[src/rtl/math_rp_pkg.sv]
// Shared types, constants and the golden function for the math_rp exerciser.
package math_rp_pkg;

   typedef enum logic [1:0] {
      ST_IDLE,
      ST_DRIVE,
      ST_DRAIN,
      ST_DONE
   } state_t;

   // Fibonacci taps 8,6,5,4 expressed as a mask over state bits [7:0].
   localparam logic [7:0] LFSR_TAPS = 8'b1011_1000;

   // One in-flight vector: its operands and the result it must produce.
   typedef struct packed {
      logic       valid;
      logic [3:0] a;
      logic [3:0] b;
      logic [8:0] expected;
   } tag_t;

   // Golden RP function: 2*a + b (at most 45, so it always fits in 8 bits).
   function automatic logic [7:0] math_rp_expected(input logic [3:0] a, input logic [3:0] b);
      return {3'b000, a, 1'b0} + {4'b0000, b};
   endfunction

endpackage

[src/rtl/math_rp_lfsr8.sv]
// 8-bit Fibonacci LFSR supplying operand pairs in random mode.
module math_rp_lfsr8
   import math_rp_pkg::*;
(
   input  logic       clk,
   input  logic       reset_vio,
   input  logic       load,
   input  logic [7:0] seed,
   input  logic       advance,
   output logic [7:0] state
);

   logic feedback;

   assign feedback = ^(state & LFSR_TAPS);

   // Load the seed on request, otherwise step once per advance.
   always_ff @(posedge clk) begin
      // NOTE: sequential state uses non-blocking assignments so every register samples pre-edge values.
      if (reset_vio) begin
         state <= seed;
      end else if (load) begin
         state <= seed;
      end else if (advance) begin
         state <= {state[6:0], feedback};
      end
   end

endmodule

[src/rtl/math_rp_exerciser.sv]
// Drives operand pairs into the math_rp partition and checks each registered
// result against 2*in1 + in2, keeping an error count and the first failure.
module math_rp_exerciser
   import math_rp_pkg::*;
#(
   parameter int         LATENCY   = 1,
   parameter logic [7:0] LFSR_SEED = 8'h01
) (
   input  logic        clk,
   input  logic        reset_vio,
   input  logic        start,
   input  logic        mode,
   input  logic [7:0]  count,
   output logic [3:0]  in1,
   output logic [3:0]  in2,
   input  logic [7:0]  out,
   output logic        busy,
   output logic        done,
   output logic        pass,
   output logic [15:0] err_count,
   output logic [3:0]  fail_in1,
   output logic [3:0]  fail_in2,
   output logic [7:0]  fail_got
);

   localparam logic [7:0] DRAIN_LAST = 8'(LATENCY - 1);

   state_t      state_q, state_d;
   logic        launch, drive_en;
   logic        mode_q, rearm_q;
   logic [7:0]  cnt_q;
   logic [7:0]  lfsr_state, vec;
   tag_t        new_tag, tail;
   tag_t        sr_q [0:LATENCY];
   logic        mismatch;

   math_rp_lfsr8 u_lfsr (
      .clk       (clk),
      .reset_vio (reset_vio),
      .load      (launch),
      .seed      (LFSR_SEED),
      .advance   (drive_en),
      .state     (lfsr_state)
   );

   // The sweep index is the complement of the down-counter (255 -> vector 0).
   assign vec     = mode_q ? lfsr_state : ~cnt_q;
   assign new_tag = '{valid: drive_en, a: vec[7:4], b: vec[3:0],
                      expected: {1'b0, math_rp_expected(vec[7:4], vec[3:0])}};

   // Next-state decode; a restart from DONE needs start to have been seen low first.
   always_comb begin
      // NOTE: every output of this block gets a default first so no latch is inferred.
      state_d  = state_q;
      launch   = 1'b0;
      drive_en = 1'b0;
      case (state_q)
         ST_IDLE: begin
            if (start) begin
               launch  = 1'b1;
               state_d = ST_DRIVE;
            end
         end
         ST_DRIVE: begin
            drive_en = 1'b1;
            if (cnt_q == 8'd0) state_d = ST_DRAIN;
         end
         ST_DRAIN: begin
            if (cnt_q == 8'd0) state_d = ST_DONE;
         end
         ST_DONE: begin
            if (start && rearm_q) begin
               launch  = 1'b1;
               state_d = ST_DRIVE;
            end
         end
         default: state_d = ST_IDLE;
      endcase
   end

   // FSM state register.
   always_ff @(posedge clk) begin
      if (reset_vio) state_q <= ST_IDLE;
      else           state_q <= state_d;
   end

   // Vector/drain counter, latched mode and the DONE re-arm flag.
   always_ff @(posedge clk) begin
      if (reset_vio) begin
         cnt_q   <= 8'd0;
         mode_q  <= 1'b0;
         rearm_q <= 1'b0;
      end else if (launch) begin
         cnt_q   <= mode ? count : 8'hFF;
         mode_q  <= mode;
         rearm_q <= 1'b0;
      end else begin
         case (state_q)
            ST_DRIVE: cnt_q <= (cnt_q == 8'd0) ? DRAIN_LAST : cnt_q - 8'd1;
            ST_DRAIN: if (cnt_q != 8'd0) cnt_q <= cnt_q - 8'd1;
            ST_DONE:  if (!start) rearm_q <= 1'b1;
            default:  ;
         endcase
      end
   end

   // Registered operands and status flags, one cycle behind the FSM state.
   always_ff @(posedge clk) begin
      if (reset_vio) begin
         in1  <= 4'd0;
         in2  <= 4'd0;
         busy <= 1'b0;
         done <= 1'b0;
      end else begin
         busy <= (state_q == ST_DRIVE) || (state_q == ST_DRAIN);
         done <= (state_q == ST_DONE);
         if (drive_en) {in1, in2} <= vec;
      end
   end

   // Expected-value pipeline: stage 0 moves with in1/in2, stage LATENCY lines up with out.
   always_ff @(posedge clk) begin
      // NOTE: this small array is reset so a reset mid-run discards in-flight expected values.
      if (reset_vio) begin
         for (int i = 0; i <= LATENCY; i++) sr_q[i] <= '0;
      end else begin
         sr_q[0] <= new_tag;
         for (int i = 1; i <= LATENCY; i++) sr_q[i] <= sr_q[i-1];
      end
   end

   assign tail = sr_q[LATENCY];
   // An out-of-range golden value could never be met by the 8-bit port, so it also counts.
   assign mismatch = tail.valid &&
                     ((out != {2'b00, tail.expected[5:0]}) || (tail.expected[8:6] != 3'b000));

   // Saturating error count and first-failure capture.
   always_ff @(posedge clk) begin
      if (reset_vio || launch) begin
         err_count <= 16'd0;
         fail_in1  <= 4'd0;
         fail_in2  <= 4'd0;
         fail_got  <= 8'd0;
      end else if (mismatch && (err_count != 16'hFFFF)) begin
         err_count <= err_count + 16'd1;
         if (err_count == 16'd0) begin
            fail_in1 <= tail.a;
            fail_in2 <= tail.b;
            fail_got <= out;
         end
      end
   end

   assign pass = done && (err_count == 16'd0);

endmodule

[config.mk]
export PLATFORM = sky130hd
export DESIGN_NAME = math_rp_exerciser
export DESIGN_NICKNAME = d
export VERILOG_FILES = /design/src/rtl/math_rp_pkg.sv /design/src/rtl/math_rp_lfsr8.sv /design/src/rtl/math_rp_exerciser.sv
export SDC_FILE = /design/constraint.sdc
export NUM_CORES = 1
export LEC_CHECK = 0
export ABC_CLOCK_PERIOD_IN_PS = 5150
export BUFFER_PORTS_ARGS = -buffer_cell sky130_fd_sc_hd__buf_2
export CORE_MARGIN = 1
export CORE_UTILIZATION = 55
export DETAILED_ROUTE_END_ITERATION = 16
export PLACE_DENSITY = 0.78
export SLEW_MARGIN = 10
export SYNTH_ARGS = -nofsm -noshare
export SYNTH_HDL_FRONTEND = slang
export SYNTH_SLANG_ARGS = --single-unit
[constraint.sdc]
create_clock -name clk -period 5.15 [get_ports clk]
set_input_delay 0.2575 -clock clk [delete_from_list [all_inputs] [get_ports clk]]
set_output_delay 0.2575 -clock clk [all_outputs]
set_load 0.05 [all_outputs]
== After elaboration in Yosys (flattened, before gate mapping) ==
Memories as Yosys holds them, arrays and structs flattened.
Cells that the tools add are included.

* Bits in registers: 62
* Bits in writable memories: 36
* Output and inout bits: 43
* Word-level logic and storage cells: 70
* Memories: 1

{| class="wikitable"
|+ Memory list
! name !! words !! bits a word !! rd ports !! clocked after memory_dff !! wr ports !! RTL line !! source
|-
| sr_q || 2 || 18 || 2 || 0 || 2 || math_rp_exerciser.sv:34 || <nowiki>tag_t sr_q [0:LATENCY];</nowiki>
|}

* $add $sub $neg: 3
* Eq/ne operators: 10
* Muxes and demuxes: 20
* Bitwise gates (word level): 4
* Reductions and logical operators: 19

{| class="wikitable"
|+ Operator list
! cell !! number
|-
| two-way mux 8 bit || 5
|-
| two-way mux 18 bit || 2
|-
| adder 16 x 1 -> 16 bit, second input constant || 1
|-
| logical NOT 16 bit || 1
|-
| inequality test 16 bit, second input constant || 1
|-
| case mux 8 bit (2 select lines) || 1
|-
| logical NOT 8 bit || 1
|-
| two-way mux 2 bit || 4
|-
| inequality test 2 bit, second input constant || 4
|-
| inequality test 8 x 6 -> 1 bit || 1
|-
| inverter 8 bit || 1
|-
| case mux 2 bit (4 select lines) || 1
|-
| nonzero test 8 bit || 1
|-
| parity 8 bit || 1
|-
| subtractor 8 x 1 -> 8 bit, second input constant || 1
|-
| adder 5 x 4 -> 6 bit || 1
|-
| two-way mux 1 bit || 6
|-
| AND reduction 2 bit || 3
|-
| nonzero test 3 bit || 2
|-
| equality test 2 bit, second input constant || 2
|-
| logical AND 1 bit || 4
|-
| AND reduction 4 bit || 1
|-
| logical OR 1 bit || 3
|-
| inequality test 3 bit, second input constant || 1
|-
| 6 further kinds || 7
|}

== Depth between registers and ports, before layout ==
Gate-level depths: netlist (run 1).
An unclocked memory read counts as a cell.

* Depth after elaboration: 6
* Mapped depth: 10
* Gate-level depth less buffers: 8

== By module ==
From an unflattened synthesis (run 1), not the netlist that was laid out.

* Cells, all modules: 435
* Area, all modules: 3917.5 um^2

{| class="wikitable"
|+ Modules (own cells, without submodules)
! module !! times used !! cells an instance !! area an instance (um^2) !! sequential area each (um^2)
|-
| math_rp_exerciser || 1 || 413 || 3545.9 || 1641.6
|-
| math_rp_lfsr8 || 1 || 22 || 371.6 || 240.2
|}

== Least setup slack after synthesis (run 1) ==
Ideal clock, no wire load.

* Path kind: flip-flop to flip-flop
* From: register err_count[0]
* To: register fail_got[0]
* Data arrival time: 1.946 ns
* Data required time: 5.033 ns
* Path slack: 3.087 ns
* Cell stages (with the launch flop): 9
* Path through: dfxtp_1 > inv_1 > ha_1 > nor4b_1 > and4_1 > o211ai_4 > buf_6 > mux2i_1 > nor2_1

* Word-level cells in the longest chain between the ends: 3
* Elaborated cells between the ends (all ways): 4
* Classes of those cells: eq/ne: 1; reduce/logical: 3

{| class="wikitable"
|+ Ends and longest elaborated chain
! what !! RTL line !! source
|-
| start: declaration || math_rp_exerciser.sv:20 || <nowiki>output logic [15:0] err_count,</nowiki>
|-
| start signal: assignment || math_rp_exerciser.sv:145 || <nowiki>err_count <= err_count + 16'd1;</nowiki>
|-
| inequality test 16 bit || math_rp_exerciser.sv:144 || <nowiki>end else if (mismatch && (err_count != 16'hFFFF)) begin</nowiki>
|-
| logical AND 1 bit || math_rp_exerciser.sv:144 ||
|-
| AND reduction 2 bit (no source line) * || -- ||
|-
| end signal: assignment || math_rp_exerciser.sv:149 || <nowiki>fail_got <= out;</nowiki>
|-
| end: declaration || math_rp_exerciser.sv:23 || <nowiki>output logic [7:0] fail_got</nowiki>
|}

Every way passes the cells marked *; elsewhere a longest branch is shown, timed or not.
A chain may end at the register's enable or synchronous reset.

== Worst setup path after layout (run 1) ==
* From: register state_q[1]
* To: register cnt_q[4]

* Word-level cells in the longest chain between the ends: 4
* Elaborated cells between the ends (all ways): 10
* Classes of those cells: eq/ne: 4; mux: 3; reduce/logical: 3

{| class="wikitable"
|+ Ends and longest elaborated chain
! what !! RTL line !! source
|-
| start: declaration || math_rp_exerciser.sv:28 || <nowiki>state_t state_q, state_d;</nowiki>
|-
| start signal: assignment || math_rp_exerciser.sv:84 || <nowiki>else state_q <= state_d;</nowiki>
|-
| equality test 2 bit / logical NOT 2 bit (equally long branches) || math_rp_exerciser.sv:57 || <nowiki>case (state_q)</nowiki>
|-
| case mux 1 bit (2 select lines) || math_rp_exerciser.sv:57 ||
|-
| inequality test 3 bit (no source line) / nonzero test 3 bit (equally long branches) || -- ||
|-
| AND reduction 2 bit (no source line) || -- ||
|-
| end signal: assignment || math_rp_exerciser.sv:94 || <nowiki>cnt_q <= mode ? count : 8'hFF;</nowiki>
|-
| end signal: assignment || math_rp_exerciser.sv:99 || <nowiki>ST_DRIVE: cnt_q <= (cnt_q == 8'd0) ? DRAIN_LAST : cnt_q - 8'd1;</nowiki>
|-
| end signal: assignment || math_rp_exerciser.sv:100 || <nowiki>ST_DRAIN: if (cnt_q != 8'd0) cnt_q <= cnt_q - 8'd1;</nowiki>
|-
| end: declaration || math_rp_exerciser.sv:31 || <nowiki>logic [7:0] cnt_q;</nowiki>
|}

Several ways; a longest one is shown, not always the timed one.

==> run_results.csv, run 1 <==
group,metric,value,unit
clock_network,cts_tree,"built",
final_layout,regArea,1800,um^2
worst_setup_path,cp_slowest_cell,"ha_1",
worst_setup_path,r2r_start,"state_q[1]",
timing,hold_viol_final,0,
timing,grt_setup_unrepaired,"no",
routing,postRouteWirelength,8190,um
routing,first_pass_iters,4,
yosys,netlist_area,3990,um^2
die,io-pin-count,63,
die,die_y,87.2,um
grt,grt.total_usage,0.230,
yosys,ys_warn_count,0,
yosys,ys_ff_latch,90,
status,outcome,"finished, final reports clean",
placed_design,dpl.hpwl,5760,um
die,dieArea,7600,um^2
worst_setup_path,r2r_end,"cnt_q[4]",
clock_network,hold_buffers,0,
worst_setup_path,cp.required,5.40,ns
yosys,yosysSeqAreaShare,0.451,
hold_path,hold_path.startpoint,"out[7]",
worst_setup_path,reg2reg_depth,6,
routing,vias_per_cell,5.52,
clock_network,postCtsSetupBuffers,0,
yosys,ys_async_sr_fraction,0,
timing,setup_viol,0,
final_layout,nets,532,
grt,antenna_found_initial,0,
die,die_w,87.2,um
clock_network,clockBufferDepth,2,
worst_setup_path,worstPathCellList,"inv_1, ha_1, or2_2, nand2_1, or4_1, a311oi_1",
clock_network,cts.sinks,90,
die,initial_core_util,0.578,
pwr,powerDensity,483,nW/um^2
clock_network,numCtsBuffers,9,
timing,slew_headroom,0.300,
hold_path,hp-class,"input pin to register",
hold_path,holdPathEnd,"fail_got[7]",
timing,min_period,2.46,ns
final_layout,final_util,0.649,
yosys,synth_ff_type,"dfxtp_1",
timing,clock.fmax,406,MHz
clock_network,cts-resized-gates,0,
yosys,synth-edff-count,0,
final_layout,area_growth,12.3,%
grt,grt_pass1_vias,3090,
grt,grt_pass1_wl,13800,um
clock_network,cts-root-buf,"clkbuf_8",
clock_network,path_clk_slew,0.08,ns
clock_network,clk_latency,0.35,ns
yosys,avgSynthCellArea,8.93,um^2
die,core_area,6910,um^2
clock_network,htreeDepth,3,
worst_setup_path,critPathCaptureType,"register",
final_layout,multi_input_area,1990,um^2
grt,grt_max_degree,49,
final_layout,drive_gt1_frac,0.175,
timing,final.setup.tns,0,ns
worst_setup_path,cp_max_fo,25,
yosys,netlist_instances,447,
worst_setup_path,setup.worst_path.class,"register to register",
timing,slew_viol_final,0,
final_layout,antenna_cells,0,
timing,fin_crit_sh,0.479,
pwr,irDropWorstVdd,396,uV
placed_design,gp_congestion,0.821,
timing,fin_skew,0.00801,ns
routing,vias,3314,
hold_path,hold-path-cell-count,3,
routing,routedWlPerCell,13.6,um
final_layout,fillCellCount,600,
grt,grt-ovfl-total,0,
routing,remaining_drc_errors,0,
placed_design,io_buffers,62,
pwr,p_leak,1.95,nW
worst_setup_path,crit_arrival,2.71,ns
yosys,syn_nets,479,
routing,ant_nets,0,
worst_setup_path,cp_slowest_stage_delay,0.86,ns
flow_run,cap_viol_max_count,0,
routing,drt_first_iter_violations,155,
worst_setup_path,rrSetupSlack,2.69,ns
worst_setup_path,critPathLaunchType,"register",
timing,worstMarginPinSlew,1.05,ns
die,rows,30,
yosys,ys_types,48,
-- cells in the final DEF, fill, tap and decap left out, types with 3 or more instances in the layout --
cell type | synthesis | final
dfxtp_1 | 90 | 90
nor2_1 | 72 | 72
buf_2 | 5 | 62
a21oi_1 | 32 | 32
mux2i_1 | 28 | 28
nand2_1 | 23 | 23
inv_1 | 22 | 22
nor2b_1 | 18 | 18
nand3_1 | 14 | 14
o21ai_0 | 12 | 12
xnor2_1 | 11 | 11
a211oi_1 | 11 | 11
ha_1 | 11 | 11
or3_1 | 9 | 9
clkbuf_8 | 0 | 9
nor3_1 | 7 | 7
nand2b_1 | 7 | 7
or4_1 | 6 | 6
nor4_1 | 5 | 5
o31ai_1 | 5 | 5
a31oi_1 | 4 | 4
and4_1 | 3 | 3
and2_1 | 3 | 3
or2_2 | 3 | 3
nand4_2 | 3 | 3
-- worst max-delay path by stage --
stage | startpoint | to | slack, ns | depth (start not counted)
finish | state_q[1] | cnt_q[4] | 2.69 | 6
global route | state_q[1] | cnt_q[4] | 2.50 | 6
CTS | state_q[1] | cnt_q[4] | 2.70 | 6
detailed placement | state_q[1] | cnt_q[4] | 2.74 | 6
global placement | state_q[1] | cnt_q[4] | 2.87 | 6
floorplan | err_count[0] | fail_got[0] | 3.09 | 8
-- final cells by class --
type	instances	share of cell area
Clock buffer	10	0.0285
Clock inverter	5	0.00866
Inverter	22	0.0184
Multi-Input combinational cell	314	0.445
Sequential cell	90	0.402
Tap cell	96	0.0268
Timing Repair Buffer	63	0.0709
-- sequential cells by signal (all words and copies together) (netlist names) --
signal / flops
state_q: 2
in2: 4
mode_q: 1
rearm_q: 1
in1: 4
fail_in1: 4
fail_in2: 4
u_lfsr.state: 8
sr_q: 28
fail_got: 8
busy: 1
cnt_q: 8
done: 1
err_count: 16
-- cells by family (layout without fill, tap and decap cells) --
group                      Yosys count  count (layout)  synth area share
AOI/OAI and AO/OA                   77              77             0.121
and+or+nand+nor                    186             186             0.244
xor gates and xnor gates            11              11            0.0241
adders and majority gates           12              12            0.0395
muxes                               28              28            0.0702
DFF                                 90              90             0.451
buffers and inverters               43             100            0.0495
-- routing by layer --
metal | share of wire | GRT usage | wire, um | vias to the layer above
li1 | - | - | - | 1655
met3 | 0.061 | 0.0645 | 503 | 10
met4 | 0.010 | 0.0775 | 84 | 0
met1 | 0.45 | 0.285 | 3680 | 1530
met2 | 0.48 | 0.385 | 3920 | 119
met5 | 0 | 0 | 0 | -
-- synth_stat cells (2+ instances only) --
| library cell | count | area share |
|---|---|---|
| dfxtp_1 | 90 | 0.45 |
| nor2_1 | 72 | 0.068 |
| a21oi_1 | 32 | 0.040 |
| mux2i_1 | 28 | 0.070 |
| nand2_1 | 23 | 0.022 |
| inv_1 | 22 | 0.021 |
| nor2b_1 | 18 | 0.028 |
| nand3_1 | 14 | 0.018 |
| o21ai_0 | 12 | 0.015 |
| a211oi_1 | 11 | 0.021 |
| ha_1 | 11 | 0.034 |
| xnor2_1 | 11 | 0.024 |
| clkbuf_1 | 9 | 0.0085 |
| or3_1 | 9 | 0.014 |
| nand2b_1 | 7 | 0.011 |
| nor3_1 | 7 | 0.0088 |
| or4_1 | 6 | 0.011 |
| buf_2 | 5 | 0.0063 |
| nor4_1 | 5 | 0.0078 |
| o31ai_1 | 5 | 0.0094 |
| a31oi_1 | 4 | 0.0063 |
| buf_6 | 4 | 0.011 |
| and2_1 | 3 | 0.0047 |
| and4_1 | 3 | 0.0066 |
| buf_1 | 3 | 0.0028 |
| nand4_2 | 3 | 0.0094 |
| or2_2 | 3 | 0.0047 |
| a21o_1 | 2 | 0.0038 |
| a311oi_1 | 2 | 0.0044 |
| and3_1 | 2 | 0.0031 |
| nand4_1 | 2 | 0.0031 |
| nand4b_1 | 2 | 0.0044 |
| o221ai_1 | 2 | 0.0044 |
-- through the flow --
step	area [um^2]	total power, mW	instances	hold slack (ns)	setup slack (ns)
6_report	4480	2.16	600	0.159	2.69
5_1_grt	4480	2.32	600	0.160	2.50
4_1_cts	4480	2.17	600	0.150	2.70
3_5_place_dp	4310	1.75	585	0.420	2.74
3_3_place_gp	4310	1.73	585	0.417	2.87
2_1_floorplan	3990	1.58	447	0.401	3.09
-- power breakdown --
| part | switching [mW] | internal (mW) |
|---|---|---|
| combinational | 0.538 | 0.295 |
| sequential | 0.0819 | 0.830 |
| clock | 0.241 | 0.176 |
| total | 0.861 | 1.30 |
-- worst max-delay path: cells and delay by family (launching register included) --
kind / cells / cell delay [ns]
fa+ha+maj: 1 / 0.86
simple gates: 3 / 0.77
flops: 1 / 0.34
compound gates: 1 / 0.28
buf+inv: 1 / 0.11
(Power assumes the default switching activity.)
==> run 2, diff against run 1 <==
- ABC_CLOCK_PERIOD_IN_PS: 5150 -> 2000
- CORE_UTILIZATION: 55 -> 51
- PLACE_DENSITY: 0.78 -> 0.76
- clock period: 5.15 -> 2 ns (I/O delays scaled with it)
==> run 2 against run 1 <==
Effect of this change:
- worst setup slack got worse by 2.6 ns
- cell count rose by 5.3%
- first-iteration DRC count fell by 7.7%
- sequential share of layout area fell by 2.8 points
- via count up 2.6%
- highest routed layer unchanged
- count of clock-buffer cells in the layout is 1 lower
==> run_results.csv, run 2 (synthesized netlist as in run 1, its figures left out) <==
group,metric,value,unit
status,outcome,"finished, final reports clean",
worst_setup_path,cp_slowest_stage_delay,0.39,ns
worst_setup_path,setup.worst_path.class,"register to register",
timing,hold_viol_final,0,
die,core_area,7410,um^2
pwr,powerDensity,1240,nW/um^2
grt,grt.total_usage,0.218,
placed_design,dp_cells,608,
timing,final.setup.tns,0,ns
worst_setup_path,crit_arrival,2.18,ns
worst_setup_path,critPathCaptureType,"register",
routing,vias,3401,
timing,setup_viol,0,
die,rows,31,
clock_network,path_clk_slew,0.10,ns
placed_design,io_buffers,62,
pwr,power,5.97,mW
worst_setup_path,cp.required,2.28,ns
final_layout,antenna_cells,0,
placed_design,gp_congestion,0.875,
final_layout,largest_reg_flops,28,
clock_network,cts_tree,"built",
timing,fin_skew,0.0131,ns
routing,ant_nets,0,
grt,grt_pass1_vias,3140,
routing,drt_first_iter_violations,143,
hold_path,hp-class,"input pin to register",
final_layout,area_growth,21.0,%
final_layout,final_cell_count_no_fill,632,
worst_setup_path,crit_buf_inv,2,
routing,routedWlPerCell,13.5,um
final_layout,reg.largest.list,"sr_q (28), err_count (16)",
timing,clock.fmax,527,MHz
clock_network,clockBufferDepth,2,
final_layout,drive_gt1_frac,0.229,
worst_setup_path,cp_slowest_cell,"dfxtp_2",
clock_network,cts-root-buf,"clkbuf_8",
placed_design,dpl.hpwl,6080,um
routing,postRouteWirelength,8560,um
clock_network,numCtsBuffers,9,
timing,worstMarginPinSlew,0.499,ns
grt,grt_pass1_wl,14600,um
timing,grt_setup_unrepaired,"no",
die,dieArea,8180,um^2
pwr,irDropWorstVdd,751,uV
routing,vias_per_cell,5.38,
timing,slew_viol_final,0,
final_layout,fillCellCount,615,
worst_setup_path,critPathLaunchType,"register",
final_layout,final_common_cell,"dfxtp_1",
final_layout,nets,560,
die,io-pin-count,63,
final_layout,layout_common_cells,"84 x dfxtp_1, 71 x nor2_1, 61 x buf_2",
pwr,p_leak,2.15,nW
worst_setup_path,crit_family,"simple AND/OR/NAND/NOR gates",
routing,remaining_drc_errors,0,
die,initial_core_util,0.539,
grt,antenna_found_initial,0,
timing,fin_crit_sh,0.949,
worst_setup_path,worstPathCellList,"inv_1, ha_1, nand2b_1, or2_4, buf_12, a21oi_1, a31oi_1, a211oi_1",
placed_design,place_ws,-0.00151,ns
clock_network,cts.sinks,90,
final_layout,top_register,"sr_q",
die,die_y,90.5,um
worst_setup_path,cp_max_fo,9,
flow_run,cap_viol_max_count,0,
clock_network,htreeDepth,3,
clock_network,clk_latency,0.36,ns
timing,slew_headroom,0.665,
timing,min_period,1.90,ns
grt,grt-ovfl-total,0,
die,die_w,90.5,um
timing,setup_slack,0.102,ns
grt,grt_max_degree,48,
routing,first_pass_iters,4,
==> run 2: cell count changes in the layout (fill, tap and decap cells not counted), moves of 2 or more <==
cell           previous run  this run
buf_4                     1        21
dfxtp_1                  90        84
dfxtp_2                   0         6
dlygate4sd3_1             0         6
buf_12                    0         3
clkinv_8                  0         2
nor4b_4                   0         2
==> run 2: area by class of cell <==
| class | instances | area (um^2) | area share |
|---|---|---|---|
| multi-input combinational | 314 | 2030 | 0.420 |
| timing repair buffer | 91 | 583 | 0.121 |
| inverter | 22 | 82.6 | 0.0171 |
| tap | 99 | 124 | 0.0256 |
| clock buffer | 9 | 124 | 0.0256 |
| sequential | 90 | 1810 | 0.375 |
| clock inverter | 7 | 78.8 | 0.0163 |
==> run 2: through the flow <==
step	hold WS [ns]	util	area, um^2
after floorplan	0.244	-	3990
after global placement	0.351	0.605	4480
after detailed placement	0.358	0.605	4480
after CTS	0.00320	0.641	4750
after global routing	0.0236	0.652	4830
final	0.00774	0.652	4830
==> run 2: path summary, 6_finish.rpt <==
path | slack, ns | end | start | depth (start not counted)
worst max-delay path | 0.10 | cnt_q[1] | state_q[0] | 8
worst min-delay path | 0.008 | cnt_q[2] | count[2] | 3
worst max register to register | 0.10 | cnt_q[1] | state_q[0] | 8
worst min register to register | 0.44 | sr_q[0][22] | sr_q[0][4] | 1
==> run 2: what timing repair did <==
item,CTS,global route
buffers inserted,0,2
gates cloned,0,0
pin swaps,0,4
endpoints found under the setup margin,6,28
hold endpoints to repair,6,0
resized for setup,3,10
hold buffers,6,0
==> run 2: worst reg2reg max path, delay by kind of cell (launching register included) <==
family	cells	cell delay, ns
compound gates	3	0.41
fa+ha+maj	1	0.33
buf+inv	2	0.21
flops	1	0.39
simple gates	2	0.48
==> run 2: metal layers <==
layer,up-vias,track usage,part of all wire
met5,-,0,0
met4,0,0.0833,0.015
met3,15,0.0513,0.043
met2,89,0.355,0.48
met1,1575,0.280,0.46
li1,1722,-,-
==> run 2: report_power, final <==
part	switching (mW)	internal (mW)	leakage (nW)
combinational	1.44	0.941	1.31
clock	0.728	0.497	0.102
sequential	0.223	2.14	0.739
total	2.39	3.58	2.15
